==> src/rtl/td4_exec_ctrl.sv <==
// td4_exec_ctrl: run/halt/step/breakpoint execution controller producing a one-cycle
// clock-enable for the TD4 core, with run-mode prescaler and executed-instruction counter.
module td4_exec_ctrl #(
   parameter int DIV   = 1,
   parameter int CNT_W = 8
) (
   input  logic             i_clk,
   input  logic             i_rstb,
   input  logic             i_start,
   input  logic             i_step,
   input  logic             i_stop,
   input  logic             i_clr,
   input  logic             i_brk_en,
   input  logic [3:0]       i_brk_addr,
   input  logic [3:0]       i_pc,
   output logic             o_ce,
   output logic             o_running,
   output logic             o_brk_hit,
   output logic [CNT_W-1:0] o_icount
);
   localparam logic [1:0] S_HALT = 2'd0;
   localparam logic [1:0] S_RUN  = 2'd1;
   localparam logic [1:0] S_STEP = 2'd2;
   localparam logic [1:0] S_BRK  = 2'd3;
   localparam logic [7:0] PRE_MAX = 8'(DIV - 1);
   localparam logic [CNT_W-1:0] ONE = 1;

   logic [1:0]       r_state;
   logic [7:0]       r_pre;
   logic             r_skip;
   logic             r_start_q;
   logic             r_step_q;
   logic             r_stop_q;
   logic [CNT_W-1:0] r_icount;
   logic [1:0]       w_nxt;
   logic             w_ce;
   logic             w_start_e;
   logic             w_step_e;
   logic             w_stop_e;
   logic             w_slot;
   logic             w_match;

   assign w_start_e = i_start & ~r_start_q;
   assign w_step_e  = i_step & ~r_step_q;
   assign w_stop_e  = i_stop & ~r_stop_q;
   assign w_slot    = r_pre == PRE_MAX;
   assign w_match   = i_brk_en && (i_pc == i_brk_addr) && !r_skip;

   always_comb begin
      w_nxt = r_state;
      w_ce  = 1'b0;
      case (r_state)
         S_HALT: w_nxt = w_step_e ? S_STEP : w_start_e ? S_RUN : S_HALT;
         S_STEP: begin
            w_ce  = 1'b1;
            w_nxt = S_HALT;
         end
         S_RUN: begin
            w_nxt = w_stop_e ? S_HALT : (w_slot && w_match) ? S_BRK : S_RUN;
            w_ce  = !w_stop_e && w_slot && !w_match;
         end
         default: w_nxt = w_stop_e ? S_HALT : w_step_e ? S_STEP : w_start_e ? S_RUN : S_BRK;
      endcase
   end

   always_ff @(posedge i_clk or negedge i_rstb) begin
      if (!i_rstb) begin
         r_state   <= S_HALT;
         r_pre     <= 8'd0;
         r_skip    <= 1'b0;
         r_start_q <= 1'b1;
         r_step_q  <= 1'b1;
         r_stop_q  <= 1'b1;
         r_icount  <= '0;
      end else begin
         r_state   <= w_nxt;
         r_start_q <= i_start;
         r_step_q  <= i_step;
         r_stop_q  <= i_stop;
         // prescaler restarts from zero on every entry into RUN
         r_pre     <= (r_state == S_RUN && w_nxt == S_RUN) ? (w_slot ? 8'd0 : r_pre + 8'd1) : 8'd0;
         r_skip    <= (r_state == S_BRK && w_nxt == S_RUN) ? 1'b1 :
                      (w_nxt != S_RUN || w_ce) ? 1'b0 : r_skip;
         r_icount  <= i_clr ? '0 : w_ce ? r_icount + ONE : r_icount;
      end
   end

   assign o_ce      = w_ce;
   assign o_running = r_state == S_RUN;
   assign o_brk_hit = r_state == S_BRK;
   assign o_icount  = r_icount;
endmodule

==> config.mk <==
export PLATFORM = sky130hd
export DESIGN_NAME = td4_exec_ctrl
export DESIGN_NICKNAME = d
export VERILOG_FILES = /design/src/rtl/td4_exec_ctrl.sv
export SDC_FILE = /design/constraint.sdc
export NUM_CORES = 1
export LEC_CHECK = 0
export ABC_AREA = 1
export CAP_MARGIN = 0
export CORE_UTILIZATION = 54
export CTS_BUF_LIST = sky130_fd_sc_hd__clkbuf_8 sky130_fd_sc_hd__clkbuf_16
export CTS_CLUSTER_DIAMETER = 120
export DETAILED_ROUTE_END_ITERATION = 10
export HOLD_SLACK_MARGIN = 0.15
export MAX_ROUTING_LAYER = met4
export PLACE_DENSITY_LB_ADDON = 0.08
export SYNTH_ARGS = -nofsm -noshare
export SYNTH_HDL_FRONTEND = slang
export SYNTH_SLANG_ARGS = --single-unit
export TNS_END_PERCENT = 100
==> constraint.sdc <==
create_clock -name i_clk -period 3 [get_ports i_clk]
set_clock_uncertainty 0.1 [all_clocks]
set_input_delay 0.45 -clock i_clk [delete_from_list [all_inputs] [get_ports i_clk]]
set_output_delay 0.45 -clock i_clk [all_outputs]
set_load 0.05 [all_outputs]
==> impl_metrics.env <==
export IMPL_synth_distinct_cells=23
export IMPL_fin_ws_ns=0.408
export IMPL_grt_pass1_vias=1028
export IMPL_crit_path_start_kind="input port"
export IMPL_grt_first_pass_wirelength_um=4160
export IMPL_grt_overflow_total=0
export IMPL_nets=213
export IMPL_yosysTopAreaCell="dfrtp_1"
export IMPL_ys_seq_elements=22
export IMPL_r2r_slack_ns=1.14
export IMPL_antenna_cells=0
export IMPL_path_clk_slew_ns=0.08
export IMPL_worstPathRequired_ns=2.45
export IMPL_drtAntennaViolNets=0
export IMPL_synth_main_ff_cell="dfrtp_1"
export IMPL_comb_power_share=0.340
export IMPL_dpl_hpwl_um=1810
export IMPL_syn_to_final_growth_pct=26.7
export IMPL_wl_um=2380
export IMPL_fmax_ghz=0.386
export IMPL_drtIter0Drc=12
export IMPL_crit_arrival_ns=2.04
export IMPL_synth_edf_count=0
export IMPL_r2r_cells=12
export IMPL_p_int_mw=0.598
export IMPL_min_delay_path_class="register to register"
export IMPL_firstDrtPassIters=4
export IMPL_cts_setup_buffers=0
export IMPL_route_detailed_drc=0
export IMPL_syn_num_nets=184
export IMPL_async_flop_share=1.00
export IMPL_syn_avg_cell_area_um2=8.02
export IMPL_n_fill_cell=168
export IMPL_gp_congestion=0.811
export IMPL_finalHoldViolations=0
export IMPL_synth_area_top_cells="dfrtp_1 37%, nand2_1 10%, nand3_1 8.1%"
export IMPL_vias=1061
export IMPL_h_tree_depth=1
export IMPL_p_leak_nw=0.797
export IMPL_cts_hold_buf=0
export IMPL_coreArea_um2=2230
export IMPL_cts_tree="done"
export IMPL_worst_path_max_fanout=11
export IMPL_dieHeight_um=51.0
export IMPL_cts_resized=0
export IMPL_min_path_cells=2
export IMPL_port_buffer_count=25
export IMPL_setup_viol=0
export IMPL_fp_dieW_um=51.0
export IMPL_clk_path_buf_depth=2
export IMPL_seq_area_frac_synth=0.427
export IMPL_clkPwrFrac=0.297
export IMPL_grt_max_degree=22
export IMPL_wl_per_cell_um=10.9
export IMPL_tightest_slew_ns=0.928
export IMPL_cts_sinks=22
export IMPL_clk_latency_ns=0.26
export IMPL_swShare=0.351
export IMPL_netlist_instances=162
export IMPL_grt_usage=0.222
export IMPL_initial_utilization=0.582
export IMPL_cellPowerDensity_nw_per_um2=560
export IMPL_status="completed"
export IMPL_rsz0062_at_grt="false"
export IMPL_relSlewSlack=0.379
export IMPL_drv_slew=0
export IMPL_end_kind="output port"
export IMPL_sequentialPowerShare=0.363
export IMPL_viasPerCell=4.87
export IMPL_antenna_found_initial=0
export IMPL_critPathKind="input port to output port"
export IMPL_ys_warn_count=0
export IMPL_cts_root_buf="clkbuf_8"
export IMPL_switching_power_mw=0.323
export IMPL_cap_violations=0
export IMPL_vdd_drop_max_mv=0.502
export IMPL_drive_above_1_share=0.147
export IMPL_syn_cell_area_um2=1300
export IMPL_dp_slack_ns=0.413
export IMPL_rows=17
export IMPL_layout_min_cycle_time_ns=2.59
export IMPL_cts_buffers=3
export IMPL_synth_top_area_share=0.366
export IMPL_post_route_period_util=0.864
export IMPL_ios=26
export IMPL_setup_tns_ns=0
export IMPL_dieArea_um2=2610
==> cells in the mapped netlist (2+ instances only) <==
library cell	n
xor2_1	10
o21ai_0	2
clkinv_1	3
nand2_1	36
dfrtp_1	19
nor3_2	2
nand3b_1	2
o21ai_1	3
inv_2	5
nor2_2	3
ha_1	7
nand2_2	5
dfstp_2	3
inv_1	16
nor2_1	18
nand3_1	21
==> cells by family after synthesis <==
family / after synthesis / share of synthesized area
buf+inv: 27 / 0.0848
xor+xnor: 10 / 0.0674
fa+ha+maj: 7 / 0.0674
flops: 22 / 0.427
compound gates: 6 / 0.0260
simple gates: 90 / 0.328
==> final timing paths <==
check | startpoint | to
min in group asynchronous | i_rstb | o_icount[3]
max reg2reg | r_pre[0] | o_icount[0]
min | r_skip | r_skip
min reg2reg | r_skip | r_skip
max in group asynchronous | i_rstb | r_step_q
max | i_pc[3] | o_ce
==> metrics by stage <==
stage	hold slack, ns	instance area (µm²)	power (mW)	instances	util
2_1_floorplan	0.0544	1300	0.566	162	-
3_3_place_gp	0.426	1570	0.642	214	0.705
3_5_place_dp	0.429	1570	0.651	214	0.705
4_1_cts	0.450	1650	0.928	218	0.737
5_1_grt	0.476	1650	0.972	218	0.737
6_report	0.441	1650	0.921	218	0.737
==> metal layers <==
| layer | wire, µm | part of all wire | track usage | up-vias |
|---|---|---|---|---|
| li1 | - | - | - | 557 |
| met1 | 1090 | 0.46 | 0.262 | 489 |
| met2 | 1190 | 0.50 | 0.375 | 13 |
| met3 | 68 | 0.029 | 0.0268 | 2 |
| met4 | 29 | 0.012 | 0.106 | 0 |
| met5 | 0 | 0 | - | - |
==> final cells by class <==
class	instances	area [µm²]	share of cell area
multi-input combinational	113	634	0.386
sequential	22	554	0.337
clock inverter	1	30.0	0.0183
timing repair buffer	26	255	0.155
clock buffer	3	41.3	0.0251
inverter	25	95.1	0.0578
tap	28	35.0	0.0213
==> power by group through the flow <==
stage,clock (mW),combinational (mW),sequential [mW]
finish,0.274,0.313,0.334
global route,0.292,0.343,0.337
CTS,0.280,0.314,0.334
detailed placement,0,0.311,0.340
global placement,0,0.304,0.338
floorplan,0,0.210,0.356
==> critical path: stages <==
cell and delay, ns:
clkdlybuf4s50_1 0.48, inv_2 0.04, nand2_1 0.05, nand3b_1 0.07
nor2_1 0.13, nand2_1 0.07, nand2_1 0.06, nand2_1 0.05
nand2_2 0.18, clkinv_1 0.21, buf_4 0.24
==> sequential cells by signal (all words and copies together), names as in the netlist <==
name	count
o_icount	8
r_pre	8
r_state	2
r_skip	1
r_start_q	1
r_step_q	1
r_stop_q	1
==> layout by cell type (no fill, tap or decap), drive strengths merged, types with 4 or more instances in the layout <==
cell and n:
clkdlybuf4s50 24, clkinv 4, dfrtp 19, ha 7
inv 21, nand2 41, nand3 21, nor2 21
o21ai 5, xor2 10
Note: power is estimated with default switching activity, not from simulation.
